--- src/rtl/serial_adder.sv ---
// Digit-serial adder: adds two WIDTH-bit operands DIGIT bits per clock, LSB first,
// producing sum, unsigned carry-out and two's-complement overflow.
module serial_adder #(
  parameter int WIDTH = 8,
  parameter int DIGIT = 1
) (
  input  logic             clk,
  input  logic             rst,
  input  logic             in_valid,
  output logic             in_ready,
  input  logic [WIDTH-1:0] a,
  input  logic [WIDTH-1:0] b,
  input  logic             cin,
  output logic             out_valid,
  input  logic             out_ready,
  output logic [WIDTH-1:0] sum,
  output logic             cout,
  output logic             ovf
);

  localparam int N  = WIDTH / DIGIT;
  localparam int CW = (N > 1) ? $clog2(N) : 1;

  typedef enum logic [1:0] {
    IDLE = 2'd0,
    RUN  = 2'd1,
    DONE = 2'd2
  } state_t;

  state_t           state_q, state_d;
  logic [CW-1:0]    cnt_q, cnt_d;
  logic [WIDTH-1:0] a_sh_q, a_sh_d;
  logic [WIDTH-1:0] b_sh_q, b_sh_d;
  logic             carry_q, carry_d;
  logic [WIDTH-1:0] sum_q, sum_d;
  logic             cout_q, cout_d;
  logic             ovf_q, ovf_d;

  logic [DIGIT:0]   dsum;
  logic             msb_cin;
  logic             last_digit;

  // Handshakes: a transfer happens on a rising edge where valid and ready are both 1.
  // in_ready is high only in IDLE and never while rst is high; out_valid is high only
  // in DONE, and sum/cout/ovf stay frozen until the edge where out_ready is seen high.
  assign in_ready  = (state_q == IDLE) && !rst;
  assign out_valid = (state_q == DONE);
  assign sum       = sum_q;
  assign cout      = cout_q;
  assign ovf       = ovf_q;

  always_comb begin
    state_d = state_q;
    cnt_d   = cnt_q;
    a_sh_d  = a_sh_q;
    b_sh_d  = b_sh_q;
    carry_d = carry_q;
    sum_d   = sum_q;
    cout_d  = cout_q;
    ovf_d   = ovf_q;

    dsum       = {1'b0, a_sh_q[DIGIT-1:0]} + {1'b0, b_sh_q[DIGIT-1:0]}
               + {{DIGIT{1'b0}}, carry_q};
    // Carry into the digit's top bit, recovered from its sum bit and operand bits.
    msb_cin    = dsum[DIGIT-1] ^ a_sh_q[DIGIT-1] ^ b_sh_q[DIGIT-1];
    last_digit = (cnt_q == CW'(N - 1));

    case (state_q)
      IDLE: begin
        if (in_valid && in_ready) begin
          state_d = RUN;
          a_sh_d  = a;
          b_sh_d  = b;
          carry_d = cin;
          cnt_d   = '0;
        end
      end
      RUN: begin
        a_sh_d  = a_sh_q >> DIGIT;
        b_sh_d  = b_sh_q >> DIGIT;
        carry_d = dsum[DIGIT];
        sum_d   = (sum_q >> DIGIT) | (WIDTH'(dsum[DIGIT-1:0]) << (WIDTH - DIGIT));
        cnt_d   = cnt_q + CW'(1);
        if (last_digit) begin
          state_d = DONE;
          cnt_d   = '0;
          cout_d  = dsum[DIGIT];
          ovf_d   = msb_cin ^ dsum[DIGIT];
        end
      end
      DONE: begin
        if (out_ready) begin
          state_d = IDLE;
        end
      end
      default: begin
        state_d = IDLE;
      end
    endcase
  end

  always_ff @(posedge clk) begin
    if (rst) begin
      state_q <= IDLE;
      cnt_q   <= '0;
      a_sh_q  <= '0;
      b_sh_q  <= '0;
      carry_q <= 1'b0;
      sum_q   <= '0;
      cout_q  <= 1'b0;
      ovf_q   <= 1'b0;
    end else begin
      state_q <= state_d;
      cnt_q   <= cnt_d;
      a_sh_q  <= a_sh_d;
      b_sh_q  <= b_sh_d;
      carry_q <= carry_d;
      sum_q   <= sum_d;
      cout_q  <= cout_d;
      ovf_q   <= ovf_d;
    end
  end

endmodule

--- config.mk ---
export PLATFORM = sky130hd
export DESIGN_NAME = serial_adder
export DESIGN_NICKNAME = d
export VERILOG_FILES = /design/src/rtl/serial_adder.sv
export SDC_FILE = /design/constraint.sdc
export NUM_CORES = 1
export LEC_CHECK = 0
export BUFFER_PORTS_ARGS = -buffer_cell sky130_fd_sc_hd__buf_2
export CORE_ASPECT_RATIO = 1.1
export CORE_MARGIN = 2
export CORE_UTILIZATION = 57
export DETAILED_ROUTE_END_ITERATION = 10
export PLACE_DENSITY = 0.94
export SLEW_MARGIN = 20
export SYNTH_ARGS = -nofsm -noshare
export SYNTH_HDL_FRONTEND = slang
export SYNTH_SLANG_ARGS = --single-unit
--- constraint.sdc ---
create_clock -name clk -period 2.8 [get_ports clk]
set_input_delay 0.84 -clock clk [delete_from_list [all_inputs] [get_ports clk]]
set_output_delay 0.84 -clock clk [all_outputs]
set_load 0.02 [all_outputs]
==> qor.csv <==
stage,metric,value,unit
final_layout,Layout area overhead,12.7,%
global_routing,first-pass GRT wire length,4660,um
worst_hold_path,Hold Path Depth,2,
worst_setup_path,largest fanout on the critical path,13,
place,cell count after placement,220,
place,post-place instance area,1690,sq um
worst_setup_path,"Slowest-stage cell, CP",buf_2,
place,gpl congestion,0.714,
worst_setup_path,Worst Path Buf+Inv,2,
floorplan,I/O pin count,33,
worst_setup_path,crit path cell chain,buf_2 > nor3_1 > buf_2,
sta,final hold viol count,0,
logic_synthesis,top cell type's share of synthesized area,41.4,%
sta,Final setup viols,0,
logic_synthesis,post-synthesis sequential area ratio,41.4,%
drt,DRC violations left,0,
clock_network,postcts setup bufs,0,
worst_setup_path,Reg2Reg Depth,4,
worst_setup_path,cell repeated most along the worst path,buf_2,
final_layout,final instance area,1750,sq um
drt,initial DRC count,15,
logic_synthesis,Mapped Cells,167,
pwr,combinational power share,16.8,%
sta,Tcrit/Tclk final,80.5,%
sta,post-route setup TNS,0,ns
logic_synthesis,dominant synthesized flop cell,dfxtp_1,
worst_setup_path,WP depth,3,
clock_network,clock sink count,32,
sta,clk_skew,0.00772,ns
pwr,Sw Share,27.5,%
final_layout,final net count,220,
pwr,Int Pwr,0.000671,W
final_layout,Ant. Diodes,0,
logic_synthesis,distinct cell type count after synthesis,30,
clock_network,root buffer cell,clkbuf_4,
place,port bufs,32,
worst_hold_path,Hold Crit Endpoint,sum[0]$_SDFFE_PP0P_,
floorplan,Initial Util,60.9,%
run,Max-Cap Viols,0,
worst_setup_path,kind of critical path,in2out,
pwr,PD cells,531,nW/um^2
pwr,Leakage,0.691,nW
worst_hold_path,Hold Startpoint,sum[0]$_SDFFE_PP0P_,
logic_synthesis,"top cells by count, synth","32 x dfxtp_1, 20 x nand2_1, 17 x nor3_1",
sta,min Tclk post-route,2.25,ns
worst_setup_path,worst reg2reg endpoint,b_sh_q[2]$_SDFFE_PP0P_,
worst_setup_path,crit end category,output pin,
floorplan,# rows,19,
clock_network,clk buf depth,2,
logic_synthesis,"top cells by area, synth","dfxtp_1 41%, nor4_2 6.5%, nor2_4 5.8%, nor3_1 5.5%, nand2_1 4.8%",
floorplan,core area,2540,sq um
logic_synthesis,Synth Warn #,0,
sta,Pins Over Slew Limit,0,
worst_setup_path,Max stage delay on crit path,0.20,ns
global_routing,largest net degree at the start of global routing,24,
global_routing,gr ovfl total,0,
clock_network,hold_buf cts,0,
global_routing,vias in the first global route,1093,
drt,per-cell routed wire length,12.5,um
sta,fmax,444,MHz
pwr,total power,0.000926,W
clock_network,clock latency on the worst-skew pair,0.33,ns
final_layout,Fillers,208,
worst_hold_path,path category of the worst min-delay check,reg2reg,
final_layout,Post-Layout Cell Count,228,
pwr,Flop pwr share,54.0,%
pwr,maximum vdd drop,0.362,mV
place,hpwl dp,1990,um
drt,via count,1251,
floorplan,die area,3150,sq um
worst_setup_path,largest delay contributor family on the critical path,buffers and inverters,
logic_synthesis,number of synthesized flops with an enable pin,0,
drt,DRT Pass-1 Iters,4,
clock_network,H-tree lvl count,2,
global_routing,Tot GR Track Use,20.4,%
drt,Vias/cell,5.49,
worst_setup_path,R2R setup slack,0.96,ns
logic_synthesis,Syn Area/Cell,9.28,sq um
drt,overall routed net length,2860,um
clock_network,clk slew on worst S/H paths,0.09,ns
pwr,switching power total,0.000255,W
final_layout,area occupied by registers,641,sq um
sta,RSZ-0062 raised after global routing,no,
pwr,clock share of power,29.2,%
clock_network,CTS Buf Count,5,
sta,slew margin rel.,56.4,%
global_routing,initial antenna violation count,0,
worst_setup_path,worst path arrival time,1.41,ns
status,status,"finished, final reports clean",
floorplan,die height,58.7,um
floorplan,Die W,53.7,um
logic_synthesis,leading cell type by number of instances after synthesis,dfxtp_1,
logic_synthesis,Synth async-reset ratio,0,%
worst_setup_path,FF-to-FF Start,state_q[0]$_SDFFE_PP0P_,
clock_network,post-cts sizing count,0,
worst_setup_path,"Req. time, crit path",1.96,ns
sta,slew of the pin with the lowest slew margin,0.651,ns
final_layout,footprint of the multi-input gates,813,sq um
clock_network,TritonCTS clock tree,built,
logic_synthesis,top cell type by total area after synthesis,dfxtp_1,
logic_synthesis,Yosys reg bits,32,
worst_setup_path,crit path launch type,input port,
drt,Antenna Nets Post-Route,0,
logic_synthesis,Synth Net Count,191,
final_layout,share of layout cells above drive strength 1,38.6,%
logic_synthesis,cell area after synthesis,1550,sq um
==> worst max path at each step <==
stage | start | end | slack [ns]
6_report | rst | in_ready | 0.55
5_1_grt | rst | in_ready | 0.52
4_1_cts | rst | in_ready | 0.54
3_5_place_dp | rst | in_ready | 0.54
3_3_place_gp | rst | in_ready | 0.62
2_1_floorplan | rst | in_ready | 0.28
==> worst reg2reg max path, delay by kind of cell, from the launching register on <==
kind	cells	cell delay [ns]
buffers and inverters	1	0.31
AND/OR/NAND/NOR	3	0.91
flip-flops	1	0.53
==> power groups by stage <==
stage	clock [W]	sequential [W]	combinational, W
detailed placement	0	0.000510	0.000156
global route	0.000293	0.000504	0.000170
finish	0.000271	0.000500	0.000156
CTS	0.000278	0.000500	0.000157
floorplan	0	0.000507	0.000123
global placement	0	0.000509	0.000150
==> routing by layer <==
metal	track usage (%)	up-vias	share of wire [%]
met5	0	-	0
met4	9.89	0	1.6
met3	5.33	6	5.3
met2	33.6	37	50
met1	24.0	576	43
li1	-	632	-
==> placed cells by master, fill, tap and decap left out, drive strengths merged <==
cell and instances:
buf 36, dfxtp 32, ha 2, inv 1, a21oi 15, or3 1, nor2 31, fa 1
xnor2 3, nand3 4, nand2b 2, mux2i 2, nor3 17, nor2b 1, or4b 1, clkbuf 8
a311oi 1, nor4 15, and2b 1, nand3b 2, nand2 20, nor4b 1
==> area by class of cell <==
class	count	share of cell area, %
repair buffers	36	10.9
inverters	1	0.215
well taps	31	2.22
clock buffers	8	3.37
flip-flops and latches	32	36.7
multi-input cells	120	46.6
==> per-stage QoR <==
step	hold slack, ns	util [%]	worst slack (ns)
CTS	0.457	68.6	0.541
finish	0.453	68.6	0.545
global route	0.489	68.6	0.522
detailed placement	0.445	66.3	0.541
floorplan	0.444	-	0.283
global placement	0.440	66.3	0.622
==> cells by family (layout without fill, tap and decap cells) <==
family	Yosys count	after routing	share of synthesized area, %
flops	32	32	41.4
compound gates	16	16	5.90
xor+xnor	3	3	1.70
mux	2	2	1.29
buf+inv	15	45	6.30
simple gates	96	96	40.5
fa+ha+maj	3	3	2.91
==> state kept, by name, summed over array words and instances (netlist names) <==
register  flops
state_q       2
cnt_q         3
ovf           1
cout          1
carry_q       1
sum           8
a_sh_q        8
b_sh_q        8
Note: power is estimated with default switching activity, not from simulation.
